===== src/rtl/seg_scan_ctrl.sv =====
// Multiplexed hex 7-segment scanner with a debounced key that steps an edit cursor.
// Optional: define SEG_BLINK_EN to blink the digit under the cursor.
module seg_scan_ctrl #(
    parameter int unsigned DIGITS     = 6,
    parameter int unsigned SCAN_DIV   = 50000,
    parameter int unsigned DEB_CYCLES = 1000000,
    parameter int unsigned BLINK_DIV  = 12500000,
    localparam int unsigned CW        = (DIGITS > 1) ? $clog2(DIGITS) : 1
) (
    input  logic                clk,
    input  logic                rst_n,
    input  logic                key_n,
    input  logic [4*DIGITS-1:0] digit_data,
    output logic [6:0]          seg,
    output logic [DIGITS-1:0]   seg_en,
    output logic [CW-1:0]       cursor,
    output logic                key_press
);

    localparam int unsigned SDW = $clog2(SCAN_DIV);
    localparam int unsigned DBW = $clog2(DEB_CYCLES);

    if (DIGITS < 2 || DIGITS > 8 || SCAN_DIV < 2 || DEB_CYCLES < 2 || BLINK_DIV < 2)
    begin : g_bad_params
        $error("seg_scan_ctrl: parameter out of range");
    end

    // Scan state
    logic [SDW-1:0]    div_q, div_d;
    logic [CW-1:0]     scan_idx_q, scan_idx_d;
    logic              div_wrap;

    // Display output registers
    logic [6:0]        seg_q, seg_d;
    logic [DIGITS-1:0] seg_en_q, seg_en_d;
    logic [3:0]        nibble;
    logic [6:0]        seg_dec;
    logic              blank;

    // Key path
    logic              sync1_q, ks_q;
    logic              stable_q, stable_d;
    logic [DBW-1:0]    deb_cnt_q, deb_cnt_d;
    logic              deb_done, press_accept;
    logic [CW-1:0]     cursor_q, cursor_d;
    logic              key_press_q;

    always_comb begin
        div_wrap   = (div_q == SDW'(SCAN_DIV - 1));
        div_d      = div_wrap ? '0 : div_q + 1'b1;
        scan_idx_d = scan_idx_q;
        if (div_wrap) begin
            scan_idx_d = (scan_idx_q == CW'(DIGITS - 1)) ? '0 : scan_idx_q + 1'b1;
        end
    end

    always_comb begin
        nibble = '0;
        for (int unsigned i = 0; i < DIGITS; i++) begin
            if (scan_idx_q == CW'(i)) begin
                nibble = digit_data[4*i +: 4];
            end
        end
    end

    always_comb begin
        case (nibble)
            4'h0:    seg_dec = 7'b1111110;
            4'h1:    seg_dec = 7'b0110000;
            4'h2:    seg_dec = 7'b1101101;
            4'h3:    seg_dec = 7'b1111001;
            4'h4:    seg_dec = 7'b0110011;
            4'h5:    seg_dec = 7'b1011011;
            4'h6:    seg_dec = 7'b1011111;
            4'h7:    seg_dec = 7'b1110000;
            4'h8:    seg_dec = 7'b1111111;
            4'h9:    seg_dec = 7'b1111011;
            4'hA:    seg_dec = 7'b1110111;
            4'hB:    seg_dec = 7'b0011111;
            4'hC:    seg_dec = 7'b1001110;
            4'hD:    seg_dec = 7'b0111101;
            4'hE:    seg_dec = 7'b1001111;
            default: seg_dec = 7'b1000111;
        endcase
    end

`ifdef SEG_BLINK_EN
    localparam int unsigned BLW = $clog2(BLINK_DIV);

    logic [BLW-1:0] blink_cnt_q;
    logic           blink_on_q;

    // A press restarts the on-phase so the newly selected digit is visible at once.
    always_ff @(posedge clk or negedge rst_n) begin
        if (!rst_n) begin
            blink_cnt_q <= '0;
            blink_on_q  <= 1'b1;
        end else if (press_accept) begin
            blink_cnt_q <= '0;
            blink_on_q  <= 1'b1;
        end else if (blink_cnt_q == BLW'(BLINK_DIV - 1)) begin
            blink_cnt_q <= '0;
            blink_on_q  <= ~blink_on_q;
        end else begin
            blink_cnt_q <= blink_cnt_q + 1'b1;
        end
    end

    assign blank = !blink_on_q && (scan_idx_q == cursor_q);
`else
    assign blank = 1'b0;
`endif

    always_comb begin
        seg_d    = blank ? '0 : seg_dec;
        seg_en_d = ~(DIGITS'(1) << scan_idx_q);
    end

    // Any return of ks to the stable level clears the count, so short glitches never land.
    always_comb begin
        deb_done     = (ks_q != stable_q) && (deb_cnt_q == DBW'(DEB_CYCLES - 1));
        press_accept = deb_done && !ks_q;
        stable_d     = deb_done ? ks_q : stable_q;
        if (ks_q == stable_q || deb_done) begin
            deb_cnt_d = '0;
        end else begin
            deb_cnt_d = deb_cnt_q + 1'b1;
        end
        cursor_d = cursor_q;
        if (press_accept) begin
            cursor_d = (cursor_q == CW'(DIGITS - 1)) ? '0 : cursor_q + 1'b1;
        end
    end

    always_ff @(posedge clk or negedge rst_n) begin
        if (!rst_n) begin
            div_q       <= '0;
            scan_idx_q  <= '0;
            seg_q       <= '0;
            seg_en_q    <= '1;
            sync1_q     <= 1'b1;
            ks_q        <= 1'b1;
            stable_q    <= 1'b1;
            deb_cnt_q   <= '0;
            cursor_q    <= '0;
            key_press_q <= 1'b0;
        end else begin
            div_q       <= div_d;
            scan_idx_q  <= scan_idx_d;
            seg_q       <= seg_d;
            seg_en_q    <= seg_en_d;
            sync1_q     <= key_n;
            ks_q        <= sync1_q;
            stable_q    <= stable_d;
            deb_cnt_q   <= deb_cnt_d;
            cursor_q    <= cursor_d;
            key_press_q <= press_accept;
        end
    end

    assign seg       = seg_q;
    assign seg_en    = seg_en_q;
    assign cursor    = cursor_q;
    assign key_press = key_press_q;

endmodule

===== config.mk =====
export PLATFORM = sky130hd
export DESIGN_NAME = seg_scan_ctrl
export DESIGN_NICKNAME = d
export VERILOG_FILES = /design/src/rtl/seg_scan_ctrl.sv
export SDC_FILE = /design/constraint.sdc
export NUM_CORES = 1
export LEC_CHECK = 0
export BUFFER_PORTS_ARGS = -buffer_cell sky130_fd_sc_hd__buf_2
export CAP_MARGIN = 20
export CELL_PAD_IN_SITES_DETAIL_PLACEMENT = 2
export CELL_PAD_IN_SITES_GLOBAL_PLACEMENT = 2
export CORE_ASPECT_RATIO = 2
export CORE_MARGIN = 1
export CORE_UTILIZATION = 24
export DETAILED_ROUTE_END_ITERATION = 12
export MAX_ROUTING_LAYER = met4
export PLACE_DENSITY = 0.6
export SLEW_MARGIN = 20
export SYNTH_ARGS = -nofsm -noshare
export SYNTH_HDL_FRONTEND = slang
export SYNTH_SLANG_ARGS = --single-unit

===== constraint.sdc =====
create_clock -name clk -period 4.68 [get_ports clk]
set_input_delay 0.936 -clock clk [delete_from_list [all_inputs] [get_ports clk]]
set_output_delay 0.936 -clock clk [all_outputs]
set_load 0.1 [all_outputs]

* Word-level counts from Yosys, hierarchy flattened
Memory sizes are Yosys's and may differ from the RTL's. A register that Yosys moved wholly into a read port is not among the register bits.
Cells that the tools add are included.
** Word-level totals
- Word-level logic and storage cells :: 42
- Bits in read-only memories :: 112
- Bits of input ports :: 27
- Memories kept :: 1
- Flip-flop bits (word level) :: 52
- Output and inout port bits :: 17
** Memory list
- (name not given) :: words 16, width 7, read ports 1, clocked after Yosys merged registers in 1, wr ports 0, line 67 : case (nibble)
** Operators by class
- Muxes and demuxes :: 10
- Bitwise gates (word level) :: 1
- Add/subtract/negate cells :: 4
- Shift-type cells :: 1
- Reductions and logical operators :: 6
- Eq/ne operators :: 10
** Operators with widths (number)
- 2-to-1 mux 4 bit :: 6
- adder 20 x 1 -> 20 bit (second input constant) :: 1
- equality test 20 bit (second input constant) :: 1
- 2-to-1 mux 20 bit :: 1
- adder 16 x 1 -> 16 bit (second input constant) :: 1
- equality test 16 bit (second input constant) :: 1
- 2-to-1 mux 16 bit :: 1
- equality test 3 bit (second input constant) :: 3
- adder 3 x 1 -> 3 bit (second input constant) :: 2
- equality test 3 x 2 -> 1 bit (second input constant) :: 2
- 2-to-1 mux 3 bit :: 2
- inverter 6 bit :: 1
- << shifter 1 x 3 -> 6 bit (first input constant) :: 1
- equality test 3 x 1 -> 1 bit (second input constant) :: 1
- logical NOT 3 bit :: 1
- logical AND 1 bit :: 2
- logical NOT 1 bit :: 2
- equality test 1 bit :: 1
- logical OR 1 bit :: 1
- inequality test 1 bit :: 1

* Logic depth before layout (Yosys ltp)
- Depth in word-level cells :: 7
- Depth in mapped cells :: 11
- Depth with buffers taken out :: 10

* Least setup slack after synthesis
No wires, ideal clock.
- Path type :: input -> register
- From :: input digit_data[4]
- To :: register seg_q[0], in the netlist seg[0]
- Slack :: 2.125 ns
- Setup time :: 0.087 ns
- Arrival time :: 2.468 ns
- Stages :: 7
- Buffers on the path :: 0
- Data required time :: 4.593 ns
- Path through :: mux2_1 > a221oi_1 > a221o_1 > inv_1 > ha_1 > mux2_1 > a22oi_1
** Between the ends
- Word-level cells in the longest chain between the ends :: 5
** RTL lines
- from (decl) :: line 13 : input logic [4*DIGITS-1:0] digit_data,
- 2-to-1 mux 4 bit (5 in series) :: line 60 : if (scan_idx_q == CW'(i)) begin
- to (decl) :: line 34 : logic [6:0] seg_q, seg_d;
Every way passes these cells.
A chain may end at the register's enable or synchronous reset.

* Worst setup path in the final report
- From :: register scan_idx_q[0]
- To :: register seg_q[0], in the netlist seg[0]
** Between the ends
- Word-level cells in the longest chain between the ends :: 7
- Elaborated cells between the ends (all ways) :: 12
- Those cells by class :: 5 x eq/ne; 6 x mux; 1 x reduce/logical
** RTL lines
- from (decl) :: line 30 : logic [CW-1:0] scan_idx_q, scan_idx_d;
- from (signal assigned) :: line 149 : scan_idx_q <= scan_idx_d;
- logical NOT 3 bit :: line 60
- 2-to-1 mux 4 bit (5 in series) :: line 60
- 2-to-1 mux 4 bit (*) :: line 60
Mark *: on every way between the ends. The rest lies on a longest branch, timed or not.

==> results.md <==
* WL/cell at 16.3 um
* Syn Inst Count at around 290
* Vias post-DR at 2300
* Worst Tran Pin Value at approximately 860 ps
* Total negative slack at 0 ps
* Register bit total from synthesis at 59
* Sequential-to-total area share from yosys stat at between 40 and 50%
* Post_cts resized at 0
* Power per cell area at ~370 nW/um^2
* Peak supply drop at between 0.00015 and 0.0002 V
* WL final at roughly 8000 um
* Initial DRC count at 70
* Final Skew at 7.61 ps
* Leak at 1.63 nW
* Yosys cell types at 41
* Setup ws final at around 1800 ps
* Endpoints failing setup at 0
* TritonCTS clock tree: done
* HPWL Detailed at 5890 um
* Fillcell total at 1344
* H-tree levels at 3
* IO Count at 44
* Final worst-path cycle share at 61.5%
* Worst-skew pair later-pin latency at about 330 ps
* Ant diodes at 0
* Post-DRT Antenna Nets at 0
* Row cnt at 57
* Worst setup EP type: register
* Max Slew Vio Count at 0
* Number of CTS-inserted buffers at 9
* Fmax at around 350 MHz
* Origin of the worst setup path: scan_idx_q[0]$_DFFE_PN0N_
* Vias in the first global route at around 2.7k
* First-pass GRT wire length at 13500 um
* Final net count at 372
* Root Driver: clkbuf_16
* Max Cap Violations at 0
* Initial Util at 24.8%
* Placeable Area at 12200 um^2
* Synth-to-layout area growth at 22.9%
* Initial antenna violation count at 0
* Share of cells above drive strength 1 at 22.6%
* Detailed-route vias per instance at approximately 4.7
* GR Util All Layers at about 14%
* IO buf count at 43
* Synthesized Nets at 325
* Slew margin rel. at between 40% and 50%
* Warnings, synthesis at 0
* Setup bufs post-CTS at 0
* Clk buf depth at 2
* Largest net degree at the start of global routing at 37
* Worst-case hold slack at 365 ps
* Avg Cell Area, Syn at 10.5 um^2
* Required @ worst endpoint at 4920 ps
* # DRC at 0
* Drt pass-1 iters at 4
* Crit path DAT at 3110 ps
* Die Y at 161 um
* Worst Setup Start Kind: register
* Worst Path Class, Setup: reg -> reg
* RSZ-0062 raised after global routing: false
* Die width at 81.4 um
* Pre-CTS setup slack at 1710 ps
* Fin. Hold Viols at 0
* Clock slew at reported path FFs at 50 ps
* Gr ovfl total at 0
* Most frequent cells in the layout: 50 x dfrtp_1, 43 x buf_2, 41 x nor2_1
* Die area at between 10000 and 15000 um^2
* Global placement routability congestion at about 0.73
* Clock Sinks at 59
* Worst-path maximum fanout at 15
* Worst min path class: reg -> reg
* Min Tclk post-route at 2880 ps
* Status: completed
* Worst flop-to-flop path startpoint: scan_idx_q[0]$_DFFE_PN0N_
* Min-delay src: sync1_q$_DFF_PN1_
* Most common cell after layout, fill and taps aside: dfrtp_1
* Hold Buf Count CTS at 0
* Synthesized cell area at 3020 um^2
-- flip-flops by register name, summed over array words and instances, names as in the netlist --
signal	count
seg	7
scan_idx_q	3
deb_cnt_q	20
key_press	1
seg_en	6
ks_q	1
cursor	3
sync1_q	1
stable_q	1
div_q	16
-- layer usage --
layer  part of all wire, %  vias up  GRT usage [%]
met2                    59       43           26.7
met5                     0        -              -
met1                    36     1170           13.6
met4                   2.5        0           7.87
met3                   2.1       11           1.99
li1                      -     1076              -
-- cell families after synthesis --
family / Yosys count / synth area share (%)
simple gates: 124 / 20.9
flops: 59 / 49.2
xor+xnor: 35 / 10.1
buf+inv: 22 / 3.64
mux: 20 / 6.95
compound gates: 18 / 4.97
fa+ha+maj: 10 / 4.14
-- final cells by class --
type | instances | area [um^2] | area share, %
clock buffer | 11 | 243 | 6.53
clock inverter | 5 | 100 | 2.69
tap | 147 | 184 | 4.95
inverter | 14 | 52.6 | 1.41
multi-input combinational | 207 | 1430 | 38.4
sequential | 59 | 1490 | 40.0
timing repair buffer | 44 | 223 | 6.00
-- critical path: stages (launching register included) --
cell and delay, ps:
dfrtp_1 670, and2_1 210, ha_1 300, nor2_1 110
a31oi_1 580, inv_1 210, ha_1 280, mux2_1 300
a22oi_1 140
-- synth_stat cells --
cell type / count / area share (%)
nand2_1: 24 / 3.0
nor4b_1: 1 / 0.29
nor3b_1: 4 / 0.99
nand2b_1: 1 / 0.21
clkbuf_1: 1 / 0.12
o221ai_4: 1 / 0.87
dfstp_2: 9 / 7.8
nand4_1: 6 / 1.2
a221oi_1: 1 / 0.29
dfrtp_1: 50 / 41
and2_1: 1 / 0.21
mux2_2: 4 / 1.5
o22a_1: 1 / 0.29
nor2b_1: 2 / 0.41
nand3b_1: 1 / 0.25
a31oi_1: 2 / 0.41
mux2i_1: 12 / 4.0
mux2_1: 4 / 1.5
o21ai_0: 6 / 0.99
buf_2: 4 / 0.66
or2_2: 1 / 0.21
xor2_1: 17 / 4.9
nor4b_2: 1 / 0.50
nor4bb_1: 2 / 0.66
nor2_1: 41 / 5.1
nor4_1: 3 / 0.62
and3_1: 7 / 1.4
nand3_1: 14 / 2.3
a22oi_1: 3 / 0.74
or2_1: 3 / 0.62
and4b_1: 3 / 0.99
and4_1: 1 / 0.29
inv_1: 14 / 1.7
ha_1: 10 / 4.1
buf_6: 3 / 1.1
a221o_1: 2 / 0.66
nor2b_4: 1 / 0.46
a211o_1: 1 / 0.29
xnor2_1: 18 / 5.2
a31oi_2: 1 / 0.41
nor3_1: 7 / 1.2
-- final timing paths --
path	to	slack, ps	cells after the start
worst max register to register	seg[0]$_DFF_PN0_	1800	8
min in group asynchronous	div_q[7]$_DFF_PN0_	710	1
worst max-delay path	seg[0]$_DFF_PN0_	1800	8
max in group asynchronous	sync1_q$_DFF_PN1_	3050	2
worst min register to register	ks_q$_DFF_PN1_	360	0
worst min-delay path	ks_q$_DFF_PN1_	360	0
-- metrics by stage --
stage | power [mW] | util (%) | area [um^2] | instances
floorplan | 0.604 | - | 3020 | 288
global route | 1.44 | 30.5 | 3710 | 487
finish | 1.39 | 30.5 | 3710 | 487
global placement | 0.641 | 27.6 | 3370 | 471
CTS | 1.42 | 30.5 | 3710 | 487
detailed placement | 0.643 | 27.6 | 3370 | 471
-- power by group --
part	total (mW)	internal [mW]	switching [mW]	leakage (nW)
sequential	0.525	0.520	0.00456	0.753
combinational	0.107	0.0274	0.0800	0.712
clock	0.759	0.532	0.227	0.169
Note: power is estimated with default switching activity, not from simulation.
